## src/rtl/dmem_responder_pkg.sv

```systemverilog
// Shared types and address-split constants for the data-memory responder.
package dmem_responder_pkg;

    typedef enum logic [1:0] {
        StIdle = 2'd0,
        StWait = 2'd1,
        StResp = 2'd2
    } state_e;

    localparam int unsigned WORD_BYTES = 4;

    // Byte address = {word index, byte offset}.
    localparam int unsigned OffsetLsb  = 0;
    localparam int unsigned OffsetMsb  = $clog2(WORD_BYTES) - 1;
    localparam int unsigned WordIdxLsb = OffsetMsb + 1;
    localparam int unsigned WordIdxMsb = 31;

endpackage

```

## src/rtl/dmem_array.sv

```systemverilog
// DEPTH x 32 word storage: synchronous write, combinational read, word i powers up as i.
module dmem_array #(
    parameter int unsigned DEPTH = 128,
    parameter int unsigned AddrW = 7
) (
    input  logic             clk,
    input  logic             we,
    input  logic [AddrW-1:0] waddr,
    input  logic [31:0]      wdata,
    input  logic [AddrW-1:0] raddr,
    output logic [31:0]      rdata
);

    logic [31:0] words [DEPTH];

    for (genvar i = 0; i < DEPTH; i++) begin : g_word
        // Power-up value only; reset deliberately leaves the contents alone.
        logic [31:0] word_q = 32'(i);

        // Commit a store addressed to this word.
        always_ff @(posedge clk) begin
            if (we && (waddr == AddrW'(i))) begin
                word_q <= wdata;
            end
        end

        assign words[i] = word_q;
    end

    assign rdata = words[raddr];

endmodule

```

## src/rtl/dmem_responder.sv

```systemverilog
// Handshaked data-memory responder: accepts one access, performs it on the accept edge,
// then holds the response back for WAIT_CYCLES cycles before presenting it.
module dmem_responder
    import dmem_responder_pkg::*;
#(
    parameter int unsigned DEPTH       = 128,
    parameter int unsigned WAIT_CYCLES = 2
) (
    input  logic        clk,
    input  logic        rst,
    input  logic        req_valid,
    output logic        req_ready,
    input  logic        req_write,
    input  logic [31:0] req_addr,
    input  logic [31:0] req_wdata,
    output logic        rsp_valid,
    input  logic        rsp_ready,
    output logic [31:0] rsp_rdata,
    output logic        rsp_err
);

    localparam int unsigned AddrW = (DEPTH > 1) ? $clog2(DEPTH) : 1;
    localparam int unsigned CntW  = (WAIT_CYCLES > 0) ? $clog2(WAIT_CYCLES + 1) : 1;
    localparam logic [CntW-1:0] CntOne  = CntW'(1);
    localparam logic [CntW-1:0] CntLoad = CntW'(WAIT_CYCLES);

    state_e          state_q, state_d;
    logic [CntW-1:0] cnt_q, cnt_d;
    logic [31:0]     rdata_q, rdata_d;
    logic            err_q, err_d;

    logic             addr_err;
    logic             mem_we;
    logic [AddrW-1:0] word_idx;
    logic [31:0]      mem_rdata;

    assign req_ready = (state_q == StIdle);
    assign rsp_valid = (state_q == StResp);
    assign rsp_rdata = rdata_q;
    assign rsp_err   = err_q;

    assign word_idx = req_addr[WordIdxLsb +: AddrW];
    assign addr_err = (req_addr[OffsetMsb:OffsetLsb] != '0) ||
                      ({{WordIdxLsb{1'b0}}, req_addr[WordIdxMsb:WordIdxLsb]} >= DEPTH);

    // Reset wins over a same-cycle request, so the store is gated by rst as well.
    assign mem_we = req_valid && req_ready && req_write && !addr_err && !rst;

    dmem_array #(
        .DEPTH (DEPTH),
        .AddrW (AddrW)
    ) u_array (
        .clk   (clk),
        .we    (mem_we),
        .waddr (word_idx),
        .wdata (req_wdata),
        .raddr (word_idx),
        .rdata (mem_rdata)
    );

    // Next-state logic: capture the response on accept, count wait states, release on handshake.
    always_comb begin
        state_d = state_q;
        cnt_d   = cnt_q;
        rdata_d = rdata_q;
        err_d   = err_q;
        unique case (state_q)
            StIdle: begin
                if (req_valid) begin
                    rdata_d = (req_write || addr_err) ? 32'h0 : mem_rdata;
                    err_d   = addr_err;
                    if (WAIT_CYCLES == 0) begin
                        state_d = StResp;
                    end else begin
                        state_d = StWait;
                        cnt_d   = CntLoad;
                    end
                end
            end
            StWait: begin
                cnt_d = cnt_q - CntOne;
                if (cnt_q == CntOne) begin
                    state_d = StResp;
                end
            end
            StResp: begin
                if (rsp_ready) begin
                    state_d = StIdle;
                end
            end
            default: state_d = StIdle;
        endcase
    end

    // State and response registers with synchronous reset.
    always_ff @(posedge clk) begin
        if (rst) begin
            state_q <= StIdle;
            cnt_q   <= '0;
            rdata_q <= 32'h0;
            err_q   <= 1'b0;
        end else begin
            state_q <= state_d;
            cnt_q   <= cnt_d;
            rdata_q <= rdata_d;
            err_q   <= err_d;
        end
    end

endmodule

```

## config.mk

```make
export PLATFORM = sky130hd
export DESIGN_NAME = dmem_responder
export DESIGN_NICKNAME = d
export VERILOG_FILES = /design/src/rtl/dmem_responder_pkg.sv /design/src/rtl/dmem_array.sv /design/src/rtl/dmem_responder.sv
export SDC_FILE = /design/constraint.sdc
export NUM_CORES = 2
export LEC_CHECK = 0
export CAP_MARGIN = 20
export CORE_MARGIN = 1.5
export CORE_UTILIZATION = 54
export CTS_BUF_LIST = sky130_fd_sc_hd__clkbuf_16
export DETAILED_ROUTE_END_ITERATION = 16
export DONT_BUFFER_PORTS = 1
export GPL_TIMING_DRIVEN = 1
export MAX_ROUTING_LAYER = met4
export PLACE_DENSITY = 0.7
export SYNTH_ARGS = -nofsm -noshare
export SYNTH_HDL_FRONTEND = slang
export SYNTH_SLANG_ARGS = --single-unit
```

## constraint.sdc

```tcl
create_clock -name clk -period 4.9 [get_ports clk]
set_input_delay 0.735 -clock clk [delete_from_list [all_inputs] [get_ports clk]]
set_output_delay 0.735 -clock clk [all_outputs]
set_load 0.05 [all_outputs]
```

==> results by group <==
Run status
  – Outcome: complete, but fails checks
  – Violated checks: max-slew violations

Setup path
  – Cell occurring most often along the worst timing path: sky130_fd_sc_hd__buf_16
  – Setup CP Type: input port to flip-flop
  – Longest individual stage delay on the worst path: 0.63 ns
  – CP endpoint kind: flip-flop
  – Crit path cell chain: buf_16, buf_16, buf_16, buf_16, buf_16, mux4_2, mux2_2, o22ai_1, a211oi_1, o32ai_1, o21ai_1
  – Critical path startpoint category: input port
  – Worst R2R Path Depth: 8
  – CP max-delay cell: sky130_fd_sc_hd__buf_16
  – Max Fanout on Critical Path: 109
  – Critical Path RT: 5.70 ns
  – Flop-to-flop setup slack: 1.21 ns
  – Worst reg2reg path endpoint: u_array.g_word[40].word_q[22]
  – Data arrival, critical path: 5.29 ns
  – Worst R2R Start: state_q[1]

Synthesis
  – Syn. warnings: 0
  – Post-synthesis sequential element count: 4133
  – EDFF count, synth: 4096
  – Syn Nets: 7066
  – Most numerous cell in the Yosys netlist: sky130_fd_sc_hd__edfxtp_1
  – Post-synth top area share: 77.8%
  – Post-synthesis instance total: 6996
  – Average cell area after synthesis: 22.6 um^2
  – Async set-reset flop share out of synthesis: 0%
  – Post-synth top flop: sky130_fd_sc_hd__edfxtp_1
  – Top area cells in the synthesized netlist: sky130_fd_sc_hd__edfxtp_1, sky130_fd_sc_hd__mux4_2, sky130_fd_sc_hd__mux2i_1, sky130_fd_sc_hd__a22oi_1, sky130_fd_sc_hd__mux4_1
  – Summed instance area of the synthesized netlist: 158000 um^2
  – Most numerous cell types in the synthesized netlist: sky130_fd_sc_hd__edfxtp_1, sky130_fd_sc_hd__mux4_2, sky130_fd_sc_hd__nor2_1
  – Leading area contributor after synthesis: sky130_fd_sc_hd__edfxtp_1
  – Share of the yosys chip area belonging to registers: 78.3%
  – Distinct cells, synth: 72

Floorplan
  – Die Footprint: 296000 um^2
  – Num ports: 104
  – X dimension of the die: 544 um
  – Num rows: 198
  – Die height: 544 um
  – Initial core utilization: 54.3%
  – Core box area: 291000 um^2

Finish
  – Layout-stage area growth over the synthesis result: 16.3%
  – Finished Core Util: 63.2%
  – Fill cell count: 18809
  – Final net count: 7757
  – Share of cells above drive strength 1: 30.0%

Clocking
  – Num CTS Buffers: 406
  – Clock tree from TritonCTS: done
  – Clock root cell: sky130_fd_sc_hd__clkbuf_16
  – Clk pin slew, worst setup/hold paths: 0.06 ns
  – Maximum root-to-sink buffer count: 4
  – Maximum level of the CTS H-tree: 5
  – Clock latency on the worst-skew pair: 0.93 ns
  – Number of setup buffers added after CTS: 0
  – Clock sink count: 4133

Place
  – Post-detail-place hpwl: 249000 um
  – Pre-CTS setup slack: -1.87 ns
  – Placer Congestion: 0.912
  – Total of buffers placed on input and output ports: 0

Timing
  – Unrepaired setup endpoints after global routing: false
  – Slew Viols, Final: 8
  – Final hold violations: 0
  – Worst-margin pin slew: 1.50 ns
  – Final critical-path required period: 4.49 ns
  – Final worst path period share: 91.7%
  – Worst Clk Skew: 0.0533 ns
  – Rel. slew slack: -0.144%
  – Worst-case setup margin in the final layout: 0.407 ns
  – Setup-failing EPs final: 0
  – Max Clk Rate: 223 MHz

Pwr
  – Final total power: 73700 uW
  – Pwr per Cell Area: 401 nW/um^2
  – Leakage power figure: 0.0580 uW
  – Peak supply drop: 0.000312 V

Global route
  – Maximum number of pins on one net before global-route repair: 826
  – Overflow left after global routing: 0
  – Number of antenna violations at the first check in global routing: 27
  – Wire length of the first global-routing pass: 646000 um
  – Number of global-route vias before repair: 80289
  – Overall routing resource usage: 33.0%

Drt
  – DRC violation count after routing: 0
  – Via count normalized by instance count: 6.92
  – DRC violation total after the first TritonRoute iteration: 14274
  – Routed wire length: 474000 um
  – Antenna-violating nets left: 0
  – Detailed Routing Iterations Pass 1: 6
  – Post-DR wirelength/cell: 39.7 um
  – Number of vias in the routed layout: 82615

Min path
  – Source of the worst hold timing path: req_wdata[21]
  – Min-Delay Path Depth: 0
  – Endpoint, Worst Hold: u_array.g_word[37].word_q[21]
  – Hold WC Path Type: input port to flip-flop

Flow run
  – Number of max-capacitance violations reported: 0
==> worst max-delay path, delay by kind of cell <==
kind | cells | cell delay [ns]
buffers and inverters | 5 | 2.44
AO/OA/AOI/OAI | 4 | 0.63
multiplexers | 2 | 0.86
==> power by group <==
part           switching (uW)  total [uW]  leakage [uW]  internal (uW)
registers                5.83       38800        0.0371          38800
clock network           13300       31400       0.00679          18100
logic                    2170        3480        0.0142           1310
==> repair_timing <==
action,4_1_cts,5_1_grt
gates cloned,3,1
gates resized for setup,0,0
endpoints found under the setup margin,31,16
hold endpoints to repair,1905,3
hold buffers,94,1
==> how the worst max path moves through the flow <==
stage / slack (ns) / start / endpoint / cells after the start
floorplan: 0.86 / req_addr[5] / u_array.g_word[100].word_q[0] / 8
global placement: -1.79 / req_addr[2] / rsp_rdata[24] / 11
detailed placement: -1.87 / req_addr[2] / rsp_rdata[24] / 11
CTS: 0.16 / req_addr[2] / rsp_rdata[24] / 11
global route: 0.09 / req_addr[2] / rsp_rdata[24] / 11
finish: 0.41 / req_addr[2] / rsp_rdata[24] / 11
==> sequential cells by signal (all words and copies together), names as in the netlist <==
register and cells:
u_array.g_word.word_q 4096, rsp_rdata 32, cnt_q 2, state_q 2
rsp_err 1
==> metrics by stage <==
step                      hold WS [ns]  cell area [um^2]  instances   TNS, ns
after floorplan                  0.441            158000       6996         0
after global placement           0.447            168000      11066  -1871.12
after detailed placement         0.494            168000      11070  -1913.44
after CTS                     0.000652            184000      11904         0
after global routing           -0.0224            184000      11926         0
final                           0.0996            184000      11941         0
==> logic make-up after synthesis <==
kind of cell	after synthesis	share of synthesized area [%]
flops	4133	78.3
buf+inv	409	1.83
simple gates	580	1.78
fa+ha+maj	1	0.00791
compound gates	695	3.23
mux	1178	14.9
==> cell type report <==
type,count,area (um^2),area share (%)
Clock inverter,323,2960,1.61
Antenna cell,25,62.6,0.0340
Inverter,5,21.3,0.0116
Clock buffer,414,10400,5.63
Sequential cell,4133,124000,67.3
Timing Repair Buffer,687,9340,5.08
Tap cell,3900,4880,2.65
Multi-Input combinational cell,2454,32500,17.7
==> layer usage <==
metal  GRT usage [%]  share of wire, %
met5               -                 0
met4            15.5               5.6
met3            8.34                13
met2            47.8                45
met1            44.5                36
==> cell usage in the layout, fill, tap and decap left out, drive strengths merged, types with 8 or more instances in the layout <==
cell type	synthesis	layout
o211ai	15	15
diode	0	25
o21bai	12	12
nor2	186	186
mux2	80	80
dfxtp	37	37
mux4	918	918
a22oi	151	151
o21ai	63	63
nand2b	10	10
nor4	16	16
mux2i	180	180
o221a	10	10
nor3	43	43
a211oi	50	50
and2	8	8
nor2b	11	11
a21oi	54	54
nand2	139	139
o22ai	144	144
or2	8	8
buf	273	658
nand3	63	63
bufinv	0	54
o221ai	34	34
nor3b	11	11
a221oi	61	61
nand4	26	26
clkinv	0	163
clkinvlp	0	18
or4	12	12
and3	19	19
a31oi	14	14
inv	5	93
clkbuf	127	417
a22o	38	38
o32ai	11	11
o22a	25	25
edfxtp	4096	4096
dlygate4sd3	0	23
(Power assumes the default switching activity.)
